<file path="src/rtl/timer_ctrl_pkg.sv">
// Shared definitions for the interval timer: register map, CTRL bit
// positions and FSM state encoding.
package timer_ctrl_pkg;

    localparam logic [1:0] ADDR_CTRL   = 2'd0;
    localparam logic [1:0] ADDR_LOAD   = 2'd1;
    localparam logic [1:0] ADDR_COUNT  = 2'd2;
    localparam logic [1:0] ADDR_STATUS = 2'd3;

    localparam int unsigned EN       = 0;
    localparam int unsigned PERIODIC = 1;
    localparam int unsigned IE       = 2;

    typedef enum logic [1:0] {
        ST_IDLE = 2'd0,
        ST_RUN  = 2'd1,
        ST_DONE = 2'd2
    } state_t;

endpackage

</file>
<file path="src/rtl/timer_prescaler.sv">
// Free-running prescaler: emits a one-cycle tick every PRESCALE cycles while
// enabled; held at zero when disabled or cleared.
module timer_prescaler #(
    parameter int unsigned PRESCALE = 50000,
    parameter int unsigned PW       = 16
) (
    input  logic clk,
    input  logic rst,
    input  logic en,
    input  logic clr,
    output logic tick
);

    localparam logic [PW-1:0] LAST = PW'(PRESCALE - 1);

    logic [PW-1:0] pre;

    always_ff @(posedge clk) begin
        if (rst || clr || !en) begin
            pre <= '0;
        end else if (pre == LAST) begin
            pre <= '0;
        end else begin
            pre <= pre + PW'(1);
        end
    end

    assign tick = en && (pre == LAST);

endmodule

</file>
<file path="src/rtl/timer_ctrl.sv">
// Programmable interval timer: CTRL/LOAD/COUNT/STATUS register port, 32-bit
// down-counter sequenced by an IDLE/RUN/DONE FSM, level interrupt on expiry.
module timer_ctrl
    import timer_ctrl_pkg::*;
#(
    parameter int unsigned PRESCALE = 50000,
    parameter int unsigned PW       = 16
) (
    input  logic        clk,
    input  logic        rst,
    input  logic [1:0]  addr,
    input  logic        we,
    input  logic        re,
    input  logic [31:0] wdata,
    output logic [31:0] rdata,
    output logic        irq,
    output logic        tick
);

    state_t      state;
    logic        ctrl_en;
    logic        ctrl_per;
    logic        ctrl_ie;
    logic [31:0] load_q;
    logic [31:0] count_q;
    logic        pend_q;

    logic ctrl_wr;
    logic start;
    logic stop;
    logic expire;

    assign ctrl_wr = we && (addr == ADDR_CTRL);
    assign start   = ctrl_wr && wdata[EN];
    assign stop    = ctrl_wr && !wdata[EN];
    assign expire  = (state == ST_RUN) && tick && (count_q == '0);

    timer_prescaler #(
        .PRESCALE (PRESCALE),
        .PW       (PW)
    ) u_prescaler (
        .clk  (clk),
        .rst  (rst),
        .en   (state == ST_RUN),
        .clr  (start),
        .tick (tick)
    );

    always_ff @(posedge clk) begin
        if (rst) begin
            state    <= ST_IDLE;
            ctrl_en  <= 1'b0;
            ctrl_per <= 1'b0;
            ctrl_ie  <= 1'b0;
            load_q   <= '0;
            count_q  <= '0;
            pend_q   <= 1'b0;
            rdata    <= '0;
        end else begin
            if (we && (addr == ADDR_LOAD)) begin
                load_q <= wdata;
            end

            // Expiry set takes priority over a write-1-to-clear in the same cycle.
            if (expire) begin
                pend_q <= 1'b1;
            end else if (we && (addr == ADDR_STATUS) && wdata[0]) begin
                pend_q <= 1'b0;
            end

            if (ctrl_wr) begin
                ctrl_en  <= wdata[EN];
                ctrl_per <= wdata[PERIODIC];
                ctrl_ie  <= wdata[IE];
            end

            // A CTRL write overrides whatever the count/tick path would do.
            if (start) begin
                count_q <= load_q;
                state   <= ST_RUN;
            end else if (stop) begin
                state <= ST_IDLE;
            end else if ((state == ST_RUN) && tick) begin
                if (count_q != '0) begin
                    count_q <= count_q - 32'd1;
                end else if (ctrl_per) begin
                    count_q <= load_q;
                end else begin
                    ctrl_en <= 1'b0;
                    state   <= ST_DONE;
                end
            end

            if (re) begin
                case (addr)
                    ADDR_CTRL:   rdata <= {29'd0, ctrl_ie, ctrl_per, ctrl_en};
                    ADDR_LOAD:   rdata <= load_q;
                    ADDR_COUNT:  rdata <= count_q;
                    ADDR_STATUS: rdata <= {31'd0, pend_q};
                endcase
            end
        end
    end

    assign irq = pend_q & ctrl_ie;

endmodule
</file>
<file path="config.mk">
export PLATFORM = sky130hd
export DESIGN_NAME = timer_ctrl
export DESIGN_NICKNAME = d
export VERILOG_FILES = /design/src/rtl/timer_ctrl_pkg.sv /design/src/rtl/timer_prescaler.sv /design/src/rtl/timer_ctrl.sv
export SDC_FILE = /design/constraint.sdc
export NUM_CORES = 1
export LEC_CHECK = 0
export CAP_MARGIN = 0
export CORE_ASPECT_RATIO = 1.25
export CORE_MARGIN = 10
export CORE_UTILIZATION = 41
export CTS_BUF_LIST = sky130_fd_sc_hd__clkbuf_4 sky130_fd_sc_hd__clkbuf_8
export CTS_CLUSTER_DIAMETER = 80
export DETAILED_ROUTE_END_ITERATION = 12
export PLACE_DENSITY = 0.73
export SYNTH_ARGS = -nofsm -noshare
export SYNTH_HDL_FRONTEND = slang
export SYNTH_SLANG_ARGS = --single-unit
</file>
<file path="constraint.sdc">
create_clock -name clk -period 3.1 [get_ports clk]
set_input_delay 0.465 -clock clk [delete_from_list [all_inputs] [get_ports clk]]
set_output_delay 0.465 -clock clk [all_outputs]
set_load 0.05 [all_outputs]
</file>
==> results of run 1 <==
==> layout make-up <==
type,count,area [µm²]
inverters,17,63.8
fillers,1305,6700
flip-flops and latches,118,2360
clock inverters,8,120
clock buffers,23,310
repair buffers,98,926
multi-input cells,524,3050
well taps,175,219
==> worst reg2reg max path, delay by kind of cell (launching register included) <==
kind | cells | cell delay [ns]
AO/OA/AOI/OAI | 3 | 0.54
buffers and inverters | 1 | 0.24
AND/OR/NAND/NOR | 3 | 1.60
flip-flops | 1 | 0.35
==> worst paths after layout <==
kind	startpoint	to	slack (ns)	cells past startpoint
min	u_prescaler.pre[0]	u_prescaler.pre[0]	0.44	1
min reg2reg	u_prescaler.pre[0]	u_prescaler.pre[0]	0.44	1
max	u_prescaler.pre[12]	tick	0.11	4
max reg2reg	u_prescaler.pre[12]	count_q[14]	0.30	7
==> metal layers <==
layer / global-route usage [%] / share of wire [%] / up-vias
li1: - / - / 2714
met1: 19.0 / 40 / 2541
met2: 29.4 / 50 / 207
met3: 3.76 / 6.8 / 46
met4: 8.75 / 3.5 / 0
met5: 0 / 0 / -
==> report_power, final <==
part           leakage, nW  total, W  switching (W)  internal, W
clock network        0.217   0.00152       0.000620     0.000903
registers            0.959   0.00158      0.0000250      0.00155
logic                 1.23  0.000406       0.000249     0.000157
==> metrics by stage <==
step | total power [W] | utilization, %
3_3_place_gp | 0.00201 | 48.2
4_1_cts | 0.00354 | 51.3
5_1_grt | 0.00364 | 51.3
3_5_place_dp | 0.00202 | 48.2
6_report | 0.00351 | 51.3
2_1_floorplan | 0.00187 | -
==> state kept, by name (all words and copies together), names as in the netlist <==
register and cells:
rdata 32, state 2, load_q 32, ctrl_per 1, u_prescaler.pre 16, pend_q 1, count_q 32, ctrl_ie 1
ctrl_en 1
==> cell families (layout without fill, tap and decap cells) <==
| family | Yosys count | count (layout) | synth area share, % |
|---|---|---|---|
| fa+ha+maj | 3 | 3 | 0.655 |
| mux | 17 | 17 | 3.18 |
| simple gates | 306 | 306 | 26.5 |
| compound gates | 183 | 183 | 20.5 |
| flops | 118 | 118 | 41.2 |
| buf+inv | 70 | 146 | 5.67 |
| xor+xnor | 15 | 15 | 2.29 |
==> cells in the final DEF, fill, tap and decap left out, drive strengths merged, types with 6 or more instances in the layout <==
cell type      synthesis  routed
o32ai                 10      10
buf                   15      30
clkbuf                38      23
o21ai                  9       9
or3                   15      15
nor3                  18      18
a211oi                32      32
dfxtp                118     118
nand2                101     101
clkdlybuf4s50          0      68
o22ai                 12      12
nor2                  77      77
mux2i                 16      16
nor4                  21      21
nand4                 11      11
xor2                   9       9
a21oi                 73      73
or4                   13      13
a22oi                 29      29
xnor2                  6       6
inv                   17      17
nand3                 13      13
==> summary.txt, run 1 <==
Die
  – Io pins: 72
  – Initial core utilization: 41.7%
  – Die height: 152 µm
  – Die Area: 19100 µm²
  – Core outline area: 13800 µm²
  – Rows: 48
  – Die Span X: 126 µm

Synthesis
  – Count leader, synth: dfxtp_1
  – Area contributors post-synth: dfxtp_1 41%, nand2_1 6.6%, a21oi_1 6.4%
  – Top cell type's share of synthesized area: 41.2%
  – Yosys cell types: 56
  – Post-synthesis sequential area ratio: 41.2%
  – Commonest cells in the netlist: 118 x dfxtp_1, 101 x nand2_1, 76 x nor2_1
  – Synth area leader: dfxtp_1
  – Mapped Cells: 712
  – Yosys reg bits: 118
  – Syn Area/Cell: 8.06 µm²
  – Main flop type after synthesis: dfxtp_1
  – Post-synth EDFFs: 0
  – Post-synthesis cell area: 5740 µm²
  – Ys Warns: 0
  – Syn Nets: 753
  – Async set-reset flop share out of synthesis: 0%

Worst setup path
  – Worst setup SP type: flip-flop
  – CP delay by family, top: simple AND/OR/NAND/NOR gates
  – Critical path buffers and inverters: 1
  – WP data required: 2.63 ns
  – Worst Setup Path Type: flip-flop to primary output
  – Worst path slowest cell: or4_1
  – Worst setup EP type: primary output
  – CP Cell Sequence: or4b_1 -> or4_1 -> nor2_1 -> buf_12
  – Worst path max stage delay: 0.59 ns
  – CP Max Fanout: 5
  – CP arrival: 2.52 ns

Global routing
  – Overflow after GRT: 0
  – Pin count of the biggest net entering global routing: 41
  – Vias in the first global route: 5380
  – Initial antenna violation count: 0
  – First-pass GRT wire length: 27300 µm
  – All-Layer GR Usage: 17.0%

STA
  – Min Clock Period, post-route: 2.99 ns
  – RSZ-0062 raised after global routing: no
  – Final WS setup: 0.112 ns
  – Worst-Margin Slew: 0.748 ns
  – Achievable Freq: 335 MHz
  – Finish-stage setup viols: 0
  – Worst slew margin: 49.7%
  – Final Hold Viols: 0
  – Final Max Slew Viols: 0
  – Fin crit share: 96.4%
  – Minimum hold slack: 0.442 ns
  – Clock Skew: 0.00627 ns
  – Fin Setup TNS: 0 ns

Clock tree
  – CTS buffer count: 17
  – TritonCTS clock tree: yes
  – Post_cts resized: 0
  – Hold-fix buffers, CTS: 0
  – Clk sinks: 118
  – Post-CTS setup buffers: 0
  – H-tree levels: 4
  – CTS clk-pin slew, worst paths: 0.07 ns
  – Clock Tree Buf Depth: 2
  – Clk root buf: clkbuf_8
  – Clock latency on the worst-skew pair: 0.44 ns

Cells and area
  – Post-route insts no fill: 963
  – Final standard cell area without fillers: 7050 µm²
  – Fin nets: 817
  – Layout cell share with drive strength beyond 1: 9.26%
  – Area grow syn2layout: 23.0%
  – Ant diodes: 0

Routing
  – Post-route ant nets: 0
  – Starting DRT DRC Count: 454
  – Final WL: 16700 µm
  – WL/cell: 17.3 µm
  – Routed vias: 5508
  – DR pass1 iterations: 7
  – Vias per inst: 5.72
  – Residual DRC count: 0

Place
  – Pre-CTS WS: 0.346 ns
  – Placed Cells: 932
  – HPWL Detailed: 11700 µm
  – PortBufs: 71
  – Gpl congestion: 0.946
  – DP Area: 6620 µm²

Flow run
  – Max_cap viols: 0

Hold path
  – Hold Path Class: flip-flop to flip-flop

Power
  – Power Dens Cells: 497 nW/µm²
  – Static Leakage: 2.41 nW
  – Worst IR drop on VDD: 0.247 mV

Outcome
  – Status: complete, no violations
No activity file was read; power rests on OpenSTA's default activity.
==> run 2: changes to the inputs <==
CORE_UTILIZATION = 40   (was 41)
HOLD_SLACK_MARGIN = 0.06   (was unset)
PLACE_DENSITY = 0.72   (was 0.73)
==> summary.txt, run 2 (same netlist as run 1, synthesis figures left out) <==
Outcome
  – Status: complete, no violations

Power
  – Static Leakage: 2.39 nW
  – Seq pwr share: 46.7%
  – Power Dens Cells: 483 nW/µm²
  – Power share of the clock group: 41.3%
  – Internal power: 0.00250 W
  – Combinational share of power: 12.0%
  – Sw Ratio: 26.2%
  – Worst IR drop on VDD: 0.296 mV
  – Switching pwr: 0.000884 W

Clock tree
  – H-tree levels: 4
  – Clk root buf: clkbuf_8
  – CTS clk-pin slew, worst paths: 0.06 ns
  – Post_cts resized: 0
  – Hold-fix buffers, CTS: 0
  – Clock latency on the worst-skew pair: 0.46 ns
  – TritonCTS clock tree: yes
  – Clk sinks: 118
  – Post-CTS setup buffers: 0
  – CTS buffer count: 17
  – Clock Tree Buf Depth: 2

STA
  – Min Clock Period, post-route: 2.95 ns
  – Finish-stage setup viols: 0
  – Achievable Freq: 339 MHz
  – Clock Skew: 0.0161 ns
  – Worst slew margin: 27.9%
  – Fin Setup TNS: 0 ns
  – Final Max Slew Viols: 0
  – Final Hold Viols: 0
  – RSZ-0062 raised after global routing: no
  – Worst-Margin Slew: 1.08 ns
  – Fin crit share: 95.1%

Worst setup path
  – Worst setup SP type: flip-flop
  – CP Max Fanout: 5
  – WP data required: 2.63 ns
  – CP arrival: 2.48 ns
  – Worst setup EP type: primary output
  – Worst Setup Path Type: flip-flop to primary output

Routing
  – Routed vias: 5509
  – Post-route ant nets: 0
  – DR pass1 iterations: 5
  – Vias per inst: 5.72
  – WL/cell: 17.4 µm
  – Starting DRT DRC Count: 533
  – Final WL: 16700 µm
  – Residual DRC count: 0

Cells and area
  – Area grow syn2layout: 22.1%
  – Ant diodes: 0
  – Area of the multi-input gates: 3050 µm²
  – Most frequent cells in the layout: 118 x dfxtp_1, 101 x nand2_1, 76 x nor2_1
  – Fillers: 1369
  – Layout cell share with drive strength beyond 1: 9.26%
  – Fin nets: 817
  – Final Util: 50.3%
  – Commonest non-fill, non-tap cell in the layout: dfxtp_1
  – Reg area: 2360 µm²
  – Largest registers: count_q: 32 flops, load_q: 32 flops, rdata: 32 flops

Flow run
  – Max_cap viols: 0

Die
  – Initial core utilization: 41.2%
  – Die height: 154 µm
  – Core outline area: 13900 µm²
  – Die Area: 19600 µm²
  – Rows: 48
  – Die Span X: 127 µm
  – Io pins: 72

Global routing
  – Vias in the first global route: 5311
  – Initial antenna violation count: 0
  – Overflow after GRT: 0
  – All-Layer GR Usage: 17.1%
  – Pin count of the biggest net entering global routing: 63
  – First-pass GRT wire length: 27400 µm

Place
  – Gpl congestion: 0.949
  – PortBufs: 71
  – HPWL Detailed: 11800 µm

Hold path
  – Hold Path Class: flip-flop to flip-flop
==> run 2: cell types whose count changed in the layout (fill, tap and decap cells not counted), sizes merged <==
| cell | change |
|---|---|
| clkbuf | -1 |
| bufinv | -1 |
| clkinvlp | -1 |
| clkinv | +3 |
==> run 2: power by group through the flow <==
stage	combinational, W	clock, W	sequential (W)
floorplan	0.000191	0	0.00168
global placement	0.000400	0	0.00161
detailed placement	0.000404	0	0.00161
CTS	0.000405	0.00143	0.00158
global route	0.000439	0.00150	0.00158
finish	0.000404	0.00140	0.00158
==> run 2: cell type report <==
cell class	count	share of cell area (%)
multi-input combinational	524	43.6
sequential	118	33.7
timing repair buffer	98	13.0
clock buffer	22	4.15
tap	175	3.13
clock inverter	9	1.45
inverter	17	0.911
==> run 2: stage by stage <==
stage | hold WS, ns | worst slack (ns) | cells | instance area [µm²] | power [W]
6_report | 0.447 | 0.151 | 963 | 7000 | 0.00338
3_5_place_dp | 0.445 | 0.287 | 932 | 6610 | 0.00202
5_1_grt | 0.474 | 0.0240 | 963 | 7000 | 0.00352
2_1_floorplan | 0.413 | 0.504 | 712 | 5740 | 0.00187
4_1_cts | 0.454 | 0.140 | 963 | 7000 | 0.00342
3_3_place_gp | 0.426 | 0.313 | 932 | 6610 | 0.00201
==> run 2: worst max-delay path, stage by stage (launching register included) <==
cell	delay, ns
dfxtp_1	0.35
or4b_1	0.53
or4_1	0.60
nor2_1	0.36
buf_12	0.19
==> run 2: metal layers <==
metal	vias up	wire length [µm]	GRT usage, %
met5	-	0	0
met4	0	392	7.33
met3	28	1090	5.47
met2	178	8510	29.3
met1	2589	6750	18.8
li1	2714	-	-
==> run 2: final timing paths <==
| kind | startpoint | end | slack, ns | cells after the start |
|---|---|---|---|---|
| setup / recovery | u_prescaler.pre[12] | tick | 0.15 | 4 |
| hold / removal | u_prescaler.pre[0] | u_prescaler.pre[0] | 0.45 | 1 |
| setup reg to reg | u_prescaler.pre[12] | count_q[10] | 0.25 | 6 |
| hold reg to reg | u_prescaler.pre[0] | u_prescaler.pre[0] | 0.45 | 1 |
==> run 3: changes to the inputs <==
CORE_UTILIZATION = 55   (was 40)
CTS_CLUSTER_SIZE = 24   (was unset)
PLACE_DENSITY = 0.9   (was 0.72)
==> summary.txt, run 3 (same netlist as run 1, synthesis figures left out) <==
STA
  – Worst-Margin Slew: 1.24 ns
  – RSZ-0062 raised after global routing: no
  – Final Hold Viols: 0
  – Minimum hold slack: 0.439 ns
  – Worst slew margin: 17.0%
  – Clock Skew: 0.00995 ns
  – Final Max Slew Viols: 0
  – Fin crit share: 95.4%
  – Min Clock Period, post-route: 2.96 ns
  – Achievable Freq: 338 MHz
  – Finish-stage setup viols: 0

Die
  – Io pins: 72
  – Rows: 41
  – Die Area: 14900 µm²
  – Die height: 134 µm
  – Core outline area: 10200 µm²
  – Initial core utilization: 56.5%
  – Die Span X: 111 µm

Global routing
  – All-Layer GR Usage: 23.2%
  – Overflow after GRT: 0
  – Initial antenna violation count: 0
  – Vias in the first global route: 5698
  – Pin count of the biggest net entering global routing: 64
  – First-pass GRT wire length: 28800 µm

Routing
  – Routed vias: 5662
  – Post-route ant nets: 0
  – Residual DRC count: 0
  – WL/cell: 19.3 µm
  – Final WL: 17600 µm
  – Starting DRT DRC Count: 425
  – DR pass1 iterations: 6
  – Vias per inst: 6.21

Cells and area
  – Largest registers: count_q: 32 flops, load_q: 32 flops, rdata: 32 flops
  – Final standard cell area without fillers: 6920 µm²
  – Ant diodes: 0
  – Layout cell share with drive strength beyond 1: 8.68%
  – Post-route insts no fill: 912
  – Area grow syn2layout: 20.7%
  – Commonest non-fill, non-tap cell in the layout: dfxtp_1
  – Fin nets: 813
  – Most frequent cells in the layout: 118 x dfxtp_1, 101 x nand2_1, 76 x nor2_1

Clock tree
  – CTS buffer count: 17
  – Clk root buf: clkbuf_8
  – Clock Tree Buf Depth: 2
  – Hold-fix buffers, CTS: 0
  – TritonCTS clock tree: yes
  – Clock latency on the worst-skew pair: 0.44 ns
  – Post-CTS setup buffers: 0
  – CTS clk-pin slew, worst paths: 0.06 ns
  – Clk sinks: 118
  – Post_cts resized: 0
  – H-tree levels: 4

Power
  – Internal power: 0.00248 W
  – Power share of the clock group: 41.0%
  – Combinational share of power: 12.1%
  – Switching pwr: 0.000889 W
  – Power Dens Cells: 487 nW/µm²
  – Seq pwr share: 46.9%
  – Total Power: 0.00337 W
  – Worst IR drop on VDD: 0.336 mV
  – Sw Ratio: 26.4%
  – Static Leakage: 2.38 nW

Outcome
  – Status: complete, no violations

Hold path
  – Hold depth: 1
  – Hold path start: u_prescaler.pre[0]
  – Worst hold path endpoint: u_prescaler.pre[0]
  – Hold Path Class: flip-flop to flip-flop

Worst setup path
  – R2r startpoint: count_q[18]
  – Worst setup EP type: primary output
  – Worst reg-to-reg path cell count: 7
  – Worst reg2reg endpoint: count_q[14]
  – Worst Setup Path Type: flip-flop to primary output
  – Reg-to-reg setup timing slack: 0.18 ns
  – CP Max Fanout: 5
  – CP arrival: 2.49 ns
  – WP data required: 2.63 ns
  – Worst setup SP type: flip-flop

Place
  – HPWL Detailed: 12200 µm
  – Gpl congestion: 0.911
  – DP Area: 6540 µm²
  – PortBufs: 71
  – Placed Cells: 882

Flow run
  – Max_cap viols: 0
run 3: changes by cell type in the layout (fill, tap and decap cells not counted):
cell        before  now
buf_4           27   22
clkinvlp_4       1    0
buf_12           1    2
clkbuf_4         2    1
clkinv_4         1    2
run 3: how the worst max path moves through the flow:
stage	from	endpoint	slack (ns)	cells after the start
after floorplan	u_prescaler.pre[12]	tick	0.50	3
after global placement	addr[1]	u_prescaler.pre[9]	0.05	6
after detailed placement	addr[0]	u_prescaler.pre[12]	-0.09	6
after CTS	u_prescaler.pre[12]	tick	0.13	4
after global routing	u_prescaler.pre[12]	tick	0.05	4
final	u_prescaler.pre[12]	tick	0.14	4
run 3: area by class of cell:
class,instances,area (µm²)
fill,861,3240
multi-input combinational,524,3050
sequential,118,2360
timing repair buffer,94,896
clock buffer,21,283
tap,129,161
clock inverter,9,103
inverter,17,63.8
run 3: metal layers:
layer / vias to the layer above / wire, µm / GRT usage, %
met4: 0 / 515 / 10.9
li1: 2691 / - / -
met2: 245 / 9020 / 40.2
met5: - / 0 / 0
met1: 2671 / 6960 / 25.9
met3: 55 / 1150 / 5.98
run 3: per-stage QoR:
step / setup TNS, ns / setup WS (ns) / util [%]
detailed placement: -1.04 / -0.0883 / 64.4
finish: 0 / 0.142 / 68.1
CTS: 0 / 0.130 / 68.1
global route: 0 / 0.0464 / 68.1
floorplan: 0 / 0.504 / -
global placement: 0 / 0.0505 / 64.4
run 3: power groups by stage:
stage | clock network (W) | registers [W] | logic (W)
floorplan | 0 | 0.00168 | 0.000191
global placement | 0 | 0.00161 | 0.000396
detailed placement | 0 | 0.00161 | 0.000404
CTS | 0.00140 | 0.00158 | 0.000406
global route | 0.00146 | 0.00158 | 0.000437
finish | 0.00138 | 0.00158 | 0.000408
run 3: worst max-delay path, cell delays in order, from the launching register on:
cell	delay [ns]
dfxtp_1	0.35
or4b_1	0.53
or4_1	0.59
nor2_1	0.39
buf_12	0.20
